===== src/rtl/ram_bist_master.sv =====
// ram_bist_master: built-in self-test engine and reusable bus master for a
// byte-addressable single-port RAM with a valid/ready request interface.
//
// On start it writes expected(a) = a ^ seed to every address, reads every
// address back, compares the data and reports the result.
//
// Ports:
//   clk, rst           clock (rising edge), async active-high reset
//   start, seed        run request (IDLE only) and pattern seed
//   busy, done         run in progress / one-cycle end-of-run pulse
//   pass, timeout      result flags, held until the next accepted start
//   err_count          number of miscompares in the last run
//   first_err_addr     address of the first miscompare (valid if err_count != 0)
//   valid, wr_rd       RAM request (wr_rd: 1 = write, 0 = read)
//   addr, din          RAM address / write data
//   ready, dout        RAM accept/complete and read data (same-cycle)
module ram_bist_master #(
  parameter int DATA_WIDTH = 8,
  parameter int ADDR_WIDTH = 4,
  parameter int TIMEOUT    = 15
) (
  input  logic                  clk,
  input  logic                  rst,
  input  logic                  start,
  input  logic [DATA_WIDTH-1:0] seed,
  output logic                  busy,
  output logic                  done,
  output logic                  pass,
  output logic                  timeout,
  output logic [ADDR_WIDTH:0]   err_count,
  output logic [ADDR_WIDTH-1:0] first_err_addr,
  output logic                  valid,
  output logic                  wr_rd,
  output logic [ADDR_WIDTH-1:0] addr,
  output logic [DATA_WIDTH-1:0] din,
  input  logic                  ready,
  input  logic [DATA_WIDTH-1:0] dout
);

  localparam int CW = $clog2(TIMEOUT + 1);

  typedef enum logic [1:0] {IDLE, WR, RD, FIN} state_t;

  state_t                state, state_nx;
  logic [DATA_WIDTH-1:0] seed_q;
  logic [DATA_WIDTH-1:0] expected;
  logic [CW-1:0]         wait_cnt;
  logic                  hs, last, tmo_hit, mismatch, accept;

  // Request outputs derive straight from the state register, so addr/din/wr_rd
  // only move when addr or the state moves, i.e. on a handshake.
  assign valid    = (state == WR) || (state == RD);
  assign wr_rd    = (state == WR);
  assign busy     = (state != IDLE);
  assign expected = DATA_WIDTH'(addr) ^ seed_q;
  assign din      = wr_rd ? expected : '0;

  assign hs       = valid && ready;
  assign last     = (addr == '1);
  // The edge that would bring the wait count to TIMEOUT aborts the run.
  assign tmo_hit  = valid && !ready && (wait_cnt == CW'(TIMEOUT - 1));
  assign mismatch = hs && !wr_rd && (dout != expected);
  // done is high in the cycle after FIN; a start there is still part of the
  // finished run's tail and is ignored.
  assign accept   = (state == IDLE) && start && !done;

  always_ff @(posedge clk or posedge rst) begin
    if (rst) state <= IDLE;
    else     state <= state_nx;
  end

  always_comb begin
    state_nx = state;
    case (state)
      IDLE: if (accept) state_nx = WR;
      WR: begin
        if (tmo_hit)        state_nx = FIN;
        else if (hs && last) state_nx = RD;
      end
      RD: begin
        if (tmo_hit)        state_nx = FIN;
        else if (hs && last) state_nx = FIN;
      end
      FIN:     state_nx = IDLE;
      default: state_nx = IDLE;
    endcase
  end

  always_ff @(posedge clk or posedge rst) begin
    if (rst) begin
      seed_q         <= '0;
      addr           <= '0;
      wait_cnt       <= '0;
      err_count      <= '0;
      first_err_addr <= '0;
      pass           <= 1'b0;
      timeout        <= 1'b0;
      done           <= 1'b0;
    end else begin
      done <= (state == FIN);
      if (accept) begin
        seed_q         <= seed;
        addr           <= '0;
        wait_cnt       <= '0;
        err_count      <= '0;
        first_err_addr <= '0;
        pass           <= 1'b0;
        timeout        <= 1'b0;
      end
      if (valid) begin
        if (hs) begin
          // Wraps to 0 after the last write so reads start at address 0.
          addr     <= addr + 1'b1;
          wait_cnt <= '0;
        end else begin
          wait_cnt <= wait_cnt + 1'b1;
          if (tmo_hit) timeout <= 1'b1;
        end
      end
      if (mismatch) begin
        err_count <= err_count + 1'b1;
        if (err_count == '0) first_err_addr <= addr;
      end
      if (state == FIN) pass <= (err_count == '0) && !timeout;
    end
  end

endmodule


===== config.mk =====
export PLATFORM = sky130hd
export DESIGN_NAME = ram_bist_master
export DESIGN_NICKNAME = d
export VERILOG_FILES = /design/src/rtl/ram_bist_master.sv
export SDC_FILE = /design/constraint.sdc
export NUM_CORES = 1
export LEC_CHECK = 0
export ABC_AREA = 1
export CAP_MARGIN = 20
export CORE_MARGIN = 2
export CORE_UTILIZATION = 29
export DETAILED_ROUTE_END_ITERATION = 7
export PLACE_DENSITY_LB_ADDON = 0.12
export RECOVER_POWER = 100
export SYNTH_ARGS = -nofsm -noshare
export SYNTH_HDL_FRONTEND = slang
export SYNTH_SLANG_ARGS = --single-unit

===== constraint.sdc =====
create_clock -name clk -period 2.3 [get_ports clk]
set_input_delay 0.345 -clock clk [delete_from_list [all_inputs] [get_ports clk]]
set_output_delay 0.345 -clock clk [all_outputs]
set_load 0.01 [all_outputs]

==> flow_metrics.py, run 1 <==
metrics = {
    "critical_path": {
        "cp_max_fo": 5,
        "crit_chain": "inv_1, ha_1, buf_4, nand2_1, inv_1, clkdlybuf4s50_1",
        "cpPeakStageDelay_ps": 520,
        "crit_type": "register to output port",
        "cp_common_cell": "inv_1",
        "worstPathArrival_ps": 1830,
        "worstSetupEndpointType": "output port",
        "reg2reg_from": "state[1]",
        "startpoint_type": "register",
        "ff2ff_setup_slack_ps": 270,
        "reg2regPathDepth": 9,
        "critical_path.top_delay_family": "buffers and inverters",
        "cp.required_ps": 1960,
        "cpMaxStageDelayCell": "clkdlybuf4s50_1",
        "critPathBufInv": 4,
        "r2r_end": "state[0]",
    },
    "clock_network": {
        "clk_latency_ps": 290,
        "ctsHoldBuffers": 0,
        "htree_levels": 2,
        "cts_buffers": 5,
        "ctsRootBufferMaster": "clkbuf_8",
        "cts_tree": "built",
        "path_clk_slew_ps": 60,
        "clock_sinks": 30,
        "cts_max_path_buffers": 2,
    },
    "final_layout": {
        "area_delta_synth_final_pct": 32.52,
        "final_common_cell": "nand2_1",
        "final_cells": 372,
        "diodes": 0,
        "drive_above_1_share": 0.06780,
        "layout_common_cells": "70 x nand2_1, 35 x inv_1, 30 x dfrtp_1, 26 x clkdlybuf4s50_1, 22 x nand3_1",
        "final_nets": 325,
    },
    "logic_synthesis": {
        "synth.avg_cell_area_um2": 7.584,
        "async_flop_share": 1.000,
        "synthCells": 243,
        "ys.flop_type": "dfrtp_1",
        "synth_area_mm2": 0.001843,
        "ys_seq_elements": 30,
        "syn_nets": 273,
        "synth_edf_count": 0,
        "synthDistinctLibCells": 28,
        "yosysWarnings": 0,
        "yosysSeqAreaShare": 0.4073,
    },
    "detailed_routing": {
        "wl_mm": 4.411,
        "drtPass1Iterations": 4,
        "wl_per_cell_um": 11.86,
        "postRouteAntennaNets": 0,
        "vias": 1650,
        "drt_iter0_drc": 98,
        "route.detailed.drc": 0,
        "viasPerCell": 4.435,
    },
    "grt": {
        "antenna_found_initial": 0,
        "grt_overflow_total": 0,
        "grt_pass1_wl_mm": 7.452,
        "grtUsageTotal": 0.1350,
        "first_global_vias": 1538,
        "grt_max_degree": 31,
    },
    "power_and_ir_drop": {
        "p_comb_frac": 0.536,
        "p_int_mw": 1.585,
        "peakVddDrop_mv": 0.4921,
        "p_clk_frac": 0.142,
        "switching_share": 0.4450,
        "seq_power_share": 0.322,
        "power_mw": 2.855,
        "power.density_mw_per_mm2": 1169,
        "p_leak_nw": 1.243,
        "netSwitchingPower_mw": 1.271,
    },
    "sta": {
        "final_max_slew_viol_count": 0,
        "timing.fmax_ghz": 0.4600,
        "finalHoldViolations": 0,
        "tightest_slew_ps": 796.9,
        "setup_tns_ps": 0,
        "max-slew-margin-rel": 0.4687,
        "setup_ws_ps": 125.9,
        "fin_crit_ps": 2174,
        "fin_crit_sh": 0.9453,
        "rsz0062_at_grt": "no",
        "setup_viol": 0,
        "clock_skew_ps": 2.767,
    },
    "min_path": {
        "hold_depth": 2,
        "worstHoldEndpoint": "seed_q[1]",
        "hold_path.startpoint": "seed_q[1]",
        "hold_path.class": "register to register",
    },
    "run_status": {
        "status": "completed",
    },
    "placed_design": {
        "gp_congestion": 0.7747,
        "dp_hpwl_mm": 3.236,
        "dp_cells": 365,
        "portBuffers": 46,
        "place_ws_ps": 282.5,
    },
    "floorplanning": {
        "ios": 47,
        "die_area_mm2": 0.007009,
        "die_y_um": 83.72,
        "placementRows": 29,
        "core_mm2": 0.006241,
        "initial_core_util": 0.2953,
        "die_w_um": 83.72,
    },
    "flow_run": {
        "maxCapViolCount": 0,
    },
}
power groups by stage:
| stage | sequential [mW] | clock [mW] | combinational, mW |
|---|---|---|---|
| after floorplan | 0.926 | 0 | 1.00 |
| after global placement | 0.936 | 0 | 1.62 |
| after detailed placement | 0.938 | 0 | 1.63 |
| after CTS | 0.930 | 0.421 | 1.64 |
| after global routing | 0.955 | 0.451 | 1.74 |
| final | 0.919 | 0.406 | 1.53 |
synth_stat cells, types with 3 or more instances:
cell type	number	area, um2
nand3_1	18	90.09
o21ai_0	13	65.06
nor2_1	16	60.06
xor2_1	3	26.28
nand3_2	5	50.05
ha_1	10	125.1
inv_1	36	135.1
a21oi_1	10	50.05
buf_2	3	15.01
nand2_1	70	262.8
o21ai_1	4	20.02
dfrtp_1	30	750.7
layer usage:
| layer | wire [um] | up-vias | part of all wire | track usage |
|---|---|---|---|---|
| li1 | - | 866 | - | - |
| met1 | 2231 | 746 | 0.51 | 0.1863 |
| met2 | 1868 | 32 | 0.42 | 0.1949 |
| met3 | 231 | 6 | 0.052 | 0.04154 |
| met4 | 79 | 0 | 0.018 | 0.05718 |
| met5 | 0 | - | 0 | 0 |
cell type report:
type,count,area [um2]
Multi-Input combinational cell,171,883.3
Tap cell,77,96.34
Inverter,38,142.6
Sequential cell,30,750.7
Fill cell,673,3799
Clock buffer,7,76.32
Timing Repair Buffer,49,493.0
worst register-to-register path: stages (launching register included):
cell and delay [ps]:
dfrtp_1 420, inv_1 100, ha_1 320, inv_1 100, nor2_1 270, nand4_1 210
nand3_1 110, o21ai_0 140, or2_0 240, nand2_1 70
flip-flops by register name, summed over array words and instances (netlist names), 2 cells and up:
signal          count
seed_q              8
err_count           5
addr                4
first_err_addr      4
wait_cnt            4
state               2
cell families (layout without fill, tap and decap cells):
kind of cell               after synthesis  after routing  synth area share
and+or+nand+nor                        126            126            0.3204
buffers and inverters                   42             94           0.09368
AOI/OAI and AO/OA                       30             30           0.08622
DFF                                     30             30            0.4073
adders and majority gates               10             10           0.06789
xor gates and xnor gates                 4              4           0.01901
muxes                                    1              1          0.005431
worst max path at each step:
stage / start / endpoint / slack (ps) / cells past startpoint
2_1_floorplan: state[1] / first_err_addr[2] / 560 / 8
5_1_grt: state[1] / din[7] / 10 / 6
6_report: state[1] / din[7] / 130 / 6
3_5_place_dp: ready / first_err_addr[2] / 280 / 6
3_3_place_gp: ready / first_err_addr[1] / 250 / 6
4_1_cts: state[1] / din[1] / 80 / 5
stage by stage:
stage,hold slack [ps],utilization,cell area (um2)
after floorplan,435.8,-,1843
after global placement,474.5,0.3853,2405
after detailed placement,489.7,0.3853,2405
after CTS,462.9,0.3976,2481
after global routing,545.9,0.3913,2442
final,499.0,0.3913,2442
timing repair:
action | in CTS | in global routing
endpoints found under the setup margin | 0 | 2
hold endpoints to repair | 0 | 0
resized for setup | 0 | 1
buffers inserted | 0 | 0
(Power assumes the default switching activity.)
==> inputs of run 2 (changes only) <==
--- a/config.mk
+++ b/config.mk
@@ -8,8 +8,9 @@
 export ABC_AREA = 1
 export CAP_MARGIN = 20
 export CORE_MARGIN = 2
-export CORE_UTILIZATION = 29
+export CORE_UTILIZATION = 25
 export DETAILED_ROUTE_END_ITERATION = 7
+export MAX_ROUTING_LAYER = met4
 export PLACE_DENSITY_LB_ADDON = 0.12
 export RECOVER_POWER = 100
 export SYNTH_ARGS = -nofsm -noshare
==> run 2 against run 1 <==
- sequential power up 0.5%
- routed wire length up 4.7%
- utilization decreased by 4.1 points
- critical endpoint is now din[3]
- design area rose by 3.5%
- total power is 3.2% higher
==> flow_metrics.py, run 2 (synthesis gave the netlist of run 1 again) <==
metrics = {
    "run_status": {
        "status": "completed",
    },
    "detailed_routing": {
        "drt_iter0_drc": 81,
        "drtPass1Iterations": 4,
        "route.detailed.drc": 0,
        "wl_per_cell_um": 11.63,
        "postRouteAntennaNets": 0,
        "wl_mm": 4.618,
        "viasPerCell": 4.202,
        "vias": 1668,
    },
    "final_layout": {
        "final_nets": 327,
        "layout_common_cells": "71 x nand2_1, 35 x inv_1, 30 x dfrtp_1, 23 x clkdlybuf4s50_1, 22 x dlygate4sd3_1",
        "diodes": 0,
        "final_area_mm2": 0.002529,
        "largest_reg_flops": 8,
        "regMostFlops": "seed_q",
        "reg_top3": "seed_q x8, err_count x5",
        "final_common_cell": "nand2_1",
        "drive_above_1_share": 0.1040,
        "area_delta_synth_final_pct": 37.20,
        "final_cells": 397,
    },
    "critical_path": {
        "startpoint_type": "register",
        "worstSetupEndpointType": "output port",
        "cpPeakStageDelay_ps": 610,
        "cp_max_fo": 5,
        "crit_cells": 5,
        "crit_type": "register to output port",
        "reg2regPathDepth": 7,
        "worstPathArrival_ps": 1840,
        "cpMaxStageDelayCell": "dlygate4sd3_1",
        "critical_path.top_delay_family": "buffers and inverters",
        "critPathBufInv": 3,
        "crit_chain": "inv_1, ha_4, inv_2, a21oi_1, dlygate4sd3_1",
        "cp.required_ps": 1960,
    },
    "grt": {
        "grt_max_degree": 31,
        "grtUsageTotal": 0.1266,
        "antenna_found_initial": 0,
        "first_global_vias": 1608,
        "grt_pass1_wl_mm": 7.962,
        "grt_overflow_total": 0,
    },
    "sta": {
        "fin_hold_ws_ps": 496.6,
        "setup_tns_ps": 0,
        "finalHoldViolations": 0,
        "timing.fmax_ghz": 0.4569,
        "fin_crit_sh": 0.9516,
        "setup_viol": 0,
        "max-slew-margin-rel": 0.4633,
        "tightest_slew_ps": 805.1,
        "rsz0062_at_grt": "no",
        "fin_crit_ps": 2189,
        "final_max_slew_viol_count": 0,
        "clock_skew_ps": 8.154,
    },
    "flow_run": {
        "maxCapViolCount": 0,
    },
    "power_and_ir_drop": {
        "peakVddDrop_mv": 0.4249,
        "power.density_mw_per_mm2": 1165,
        "p_leak_nw": 1.271,
    },
    "floorplanning": {
        "core_mm2": 0.007214,
        "die_area_mm2": 0.008075,
        "placementRows": 31,
        "initial_core_util": 0.2555,
        "ios": 47,
        "die_y_um": 89.86,
        "die_w_um": 89.86,
    },
    "min_path": {
        "hold_path.class": "register to register",
        "hold_depth": 2,
    },
    "clock_network": {
        "cts_buffers": 5,
        "clk_latency_ps": 280,
        "clock_sinks": 30,
        "cts_tree": "built",
        "cts_max_path_buffers": 2,
        "path_clk_slew_ps": 70,
        "ctsRootBufferMaster": "clkbuf_8",
        "cts_setup_buffers": 0,
        "htree_levels": 2,
    },
    "placed_design": {
        "portBuffers": 46,
        "dp_hpwl_mm": 3.377,
        "postPlaceCellArea_mm2": 0.002435,
        "dp_cells": 389,
        "gp_congestion": 0.7582,
    },
}
-- run 2: cell types whose count changed in the layout (fill, tap and decap cells not counted), moves of 2 or more --
cell             change
o21ai_0              -5
buf_4                +3
o21ai_1              +4
nand3_2              +4
clkdlybuf4s50_1      -3
dlygate4sd3_1        +2
nand3_1              -4
-- run 2: per-stage QoR --
| step | util | total power, mW | setup WS, ps |
|---|---|---|---|
| floorplan | - | 1.930 | 562.4 |
| global placement | 0.3375 | 2.583 | 317.6 |
| detailed placement | 0.3375 | 2.589 | 305.7 |
| CTS | 0.3505 | 3.065 | 7.199 |
| global route | 0.3505 | 3.265 | 28.40 |
| finish | 0.3505 | 2.946 | 111.2 |
-- run 2: timing repair --
item                                    CTS  global route
pin swaps                                 0             0
endpoints found under the hold margin     0             0
resized for setup                         1             3
hold buffers                              0             0
endpoints found under the setup margin    2             4
-- run 2: where the power goes --
group	total [mW]	switching, mW	internal (mW)
logic	1.58	0.906	0.674
clock network	0.443	0.202	0.241
registers	0.924	0.204	0.720
-- run 2: cell type report --
cell class	count	area (um2)
flip-flops and latches	30	750.7
well taps	99	123.9
fillers	795	4686
clock inverters	1	5.005
inverters	38	142.6
repair buffers	51	495.5
multi-input cells	171	924.6
clock buffers	7	86.33
-- run 2: worst register-to-register path, delay by kind of cell, from the launching register on --
kind	cells	cell delay [ps]
fa+ha+maj	1	340
compound gates	1	60
simple gates	4	940
flops	1	440
buf+inv	1	130
-- run 2: layer usage --
metal,up-vias,part of all wire,track usage
li1,866,-,-
met1,763,0.49,0.1659
met2,31,0.45,0.1963
met3,8,0.042,0.03185
met4,0,0.012,0.03462
met5,-,0,-
-- run 2: worst paths after layout --
kind / from / to / slack (ps)
setup / recovery: state[1] / din[3] / 110
hold / removal: seed_q[1] / seed_q[1] / 500
setup reg to reg: state[0] / first_err_addr[2] / 260
hold reg to reg: seed_q[1] / seed_q[1] / 500
max in group asynchronous: rst / seed_q[3] / 1060
min in group asynchronous: rst / done / 730
==> inputs of run 3 (changes only) <==
==> constraint.sdc (replaced) <==
create_clock -name clk -period 1.8 [get_ports clk]
set_input_delay 0.27 -clock clk [delete_from_list [all_inputs] [get_ports clk]]
set_output_delay 0.27 -clock clk [all_outputs]
set_load 0.01 [all_outputs]
==> run 3 against run 2 <==
- register-to-register slack got worse by 130 ps
- utilization increased by 1.3 points
- sequential share of layout area decreased by 1.0 points
- total power grew 36%
- cell count up 2.8%
- clock skew grew 2.7 ps
- routed wire length shrank 0.28%
- sequential power increased by 23%
- critical endpoint is now din[6]
- highest routed layer unchanged
==> flow_metrics.py, run 3 (synthesis gave the netlist of run 1 again) <==
metrics = {
    "critical_path": {
        "ff2ff_setup_slack_ps": 130,
        "crit_chain": "buf_4, ha_4, buf_6, nand2_1, inv_1, dlygate4sd2_1",
        "cpMaxStageDelayCell": "dfrtp_1",
        "cp_max_fo": 7,
        "cpPeakStageDelay_ps": 390,
        "startpoint_type": "register",
        "reg2reg_from": "state[0]",
        "reg2regPathDepth": 8,
        "worstPathArrival_ps": 1500,
        "cp.required_ps": 1530,
        "crit_type": "register to output port",
        "r2r_end": "state[0]",
        "worstSetupEndpointType": "output port",
    },
    "final_layout": {
        "drive_above_1_share": 0.1424,
        "final_cells": 408,
        "regMostFlops": "seed_q",
        "final_area_mm2": 0.002621,
        "final_nets": 338,
        "layout_common_cells": "69 x nand2_1, 33 x inv_1, 30 x dfrtp_1, 22 x nand3_1, 19 x clkdlybuf4s50_1",
        "area_delta_synth_final_pct": 42.23,
        "seq_area_um2": 750.7,
        "multi_input_area_um2": 917.1,
        "largest_reg_flops": 8,
        "reg_top3": "seed_q x8, err_count x5",
        "fillers": 802,
        "diodes": 0,
        "final_common_cell": "nand2_1",
    },
    "sta": {
        "fin_crit_ps": 1765,
        "setup_tns_ps": 0,
        "max-slew-margin-rel": 0.4616,
        "finalHoldViolations": 0,
        "tightest_slew_ps": 807.7,
        "final_max_slew_viol_count": 0,
        "timing.fmax_ghz": 0.5664,
        "setup_viol": 0,
        "fin_crit_sh": 0.9808,
        "rsz0062_at_grt": "yes",
        "clock_skew_ps": 10.86,
    },
    "grt": {
        "first_global_vias": 1616,
        "grt_max_degree": 31,
        "antenna_found_initial": 0,
        "grt_overflow_total": 0,
        "grtUsageTotal": 0.1252,
        "grt_pass1_wl_mm": 7.838,
    },
    "detailed_routing": {
        "viasPerCell": 4.130,
        "drtPass1Iterations": 4,
        "route.detailed.drc": 0,
        "postRouteAntennaNets": 0,
        "drt_iter0_drc": 46,
        "wl_per_cell_um": 11.29,
        "vias": 1685,
        "wl_mm": 4.605,
    },
    "clock_network": {
        "htree_levels": 2,
        "cts_tree": "built",
        "cts_max_path_buffers": 2,
        "ctsHoldBuffers": 0,
        "clock_sinks": 30,
        "cts_buffers": 5,
        "path_clk_slew_ps": 70,
        "ctsRootBufferMaster": "clkbuf_8",
        "clk_latency_ps": 290,
    },
    "power_and_ir_drop": {
        "seq_power_share": 0.284,
        "power.density_mw_per_mm2": 1528,
        "switching_share": 0.4290,
        "p_comb_frac": 0.548,
        "netSwitchingPower_mw": 1.718,
        "p_clk_frac": 0.168,
        "peakVddDrop_mv": 0.5696,
        "p_int_mw": 2.287,
        "p_leak_nw": 1.351,
    },
    "floorplanning": {
        "initial_core_util": 0.2555,
        "placementRows": 31,
        "core_mm2": 0.007214,
        "die_w_um": 89.86,
        "die_y_um": 89.86,
        "ios": 47,
        "die_area_mm2": 0.008075,
    },
    "placed_design": {
        "gp_congestion": 0.8378,
        "dp_cells": 398,
        "dp_hpwl_mm": 3.463,
        "postPlaceCellArea_mm2": 0.002502,
        "portBuffers": 46,
    },
    "min_path": {
        "hold_depth": 2,
        "hold_path.class": "register to register",
        "worstHoldEndpoint": "seed_q[1]",
        "hold_path.startpoint": "seed_q[1]",
    },
    "flow_run": {
        "maxCapViolCount": 0,
    },
    "run_status": {
        "status": "completed",
    },
}
run 3: cell count changes in the layout (fill, tap and decap cells not counted), sizes merged, moves of 2 or more:
| cell | previous run | this run |
|---|---|---|
| buf | 4 | 15 |
| clkbuf | 8 | 6 |
| clkdlybuf4s15 | 0 | 3 |
| clkdlybuf4s50 | 23 | 19 |
| dlygate4sd2 | 0 | 8 |
| dlygate4sd3 | 22 | 16 |
run 3: worst max path at each step:
stage	depth (start not counted)	slack, ps	to	startpoint
5_1_grt	6	-20	din[6]	state[0]
6_report	6	30	din[6]	state[0]
3_3_place_gp	5	50	din[0]	state[1]
4_1_cts	6	0.7	din[6]	state[0]
3_5_place_dp	5	50	din[1]	state[1]
2_1_floorplan	8	60	first_err_addr[2]	state[1]
run 3: routing by layer:
layer,GRT usage,part of all wire,vias up,routed length (um)
met5,-,0,-,0
met4,0.04872,0.018,0,85
met3,0.02934,0.041,11,188
met2,0.1875,0.43,33,1988
met1,0.1649,0.51,748,2343
li1,-,-,893,-
run 3: critical path, delay by kind of cell, from the launching register on:
family	cells	cell delay, ps
flops	1	390
buf+inv	4	590
simple gates	1	60
fa+ha+maj	1	170
run 3: cell type report:
cell class | count | share of cell area
Multi-Input combinational cell | 171 | 0.3499
Sequential cell | 30 | 0.2864
Tap cell | 99 | 0.04726
Timing Repair Buffer | 62 | 0.2181
Clock inverter | 3 | 0.01527
Clock buffer | 5 | 0.02625
Inverter | 38 | 0.05680
run 3: power by group through the flow:
stage	clock, mW	sequential [mW]	combinational [mW]
finish	0.673	1.14	2.19
global route	0.731	1.18	2.50
CTS	0.708	1.15	2.23
detailed placement	0	1.17	2.26
global placement	0	1.17	2.26
floorplan	0	1.18	1.28
run 3: through the flow:
step	hold WS [ps]	power [mW]	util	setup slack (ps)
floorplan	360.8	2.466	-	62.36
global placement	476.7	3.430	0.3469	50.56
detailed placement	478.7	3.429	0.3469	48.47
CTS	369.1	4.096	0.3619	0.7258
global route	545.6	4.414	0.3633	-22.04
finish	491.0	4.006	0.3633	34.57
run 3: timing repair:
item,4_1_cts,5_1_grt
buffers inserted,1,1
gates resized for setup,15,9
setup endpoints to repair,11,10
endpoints found under the hold margin,0,0
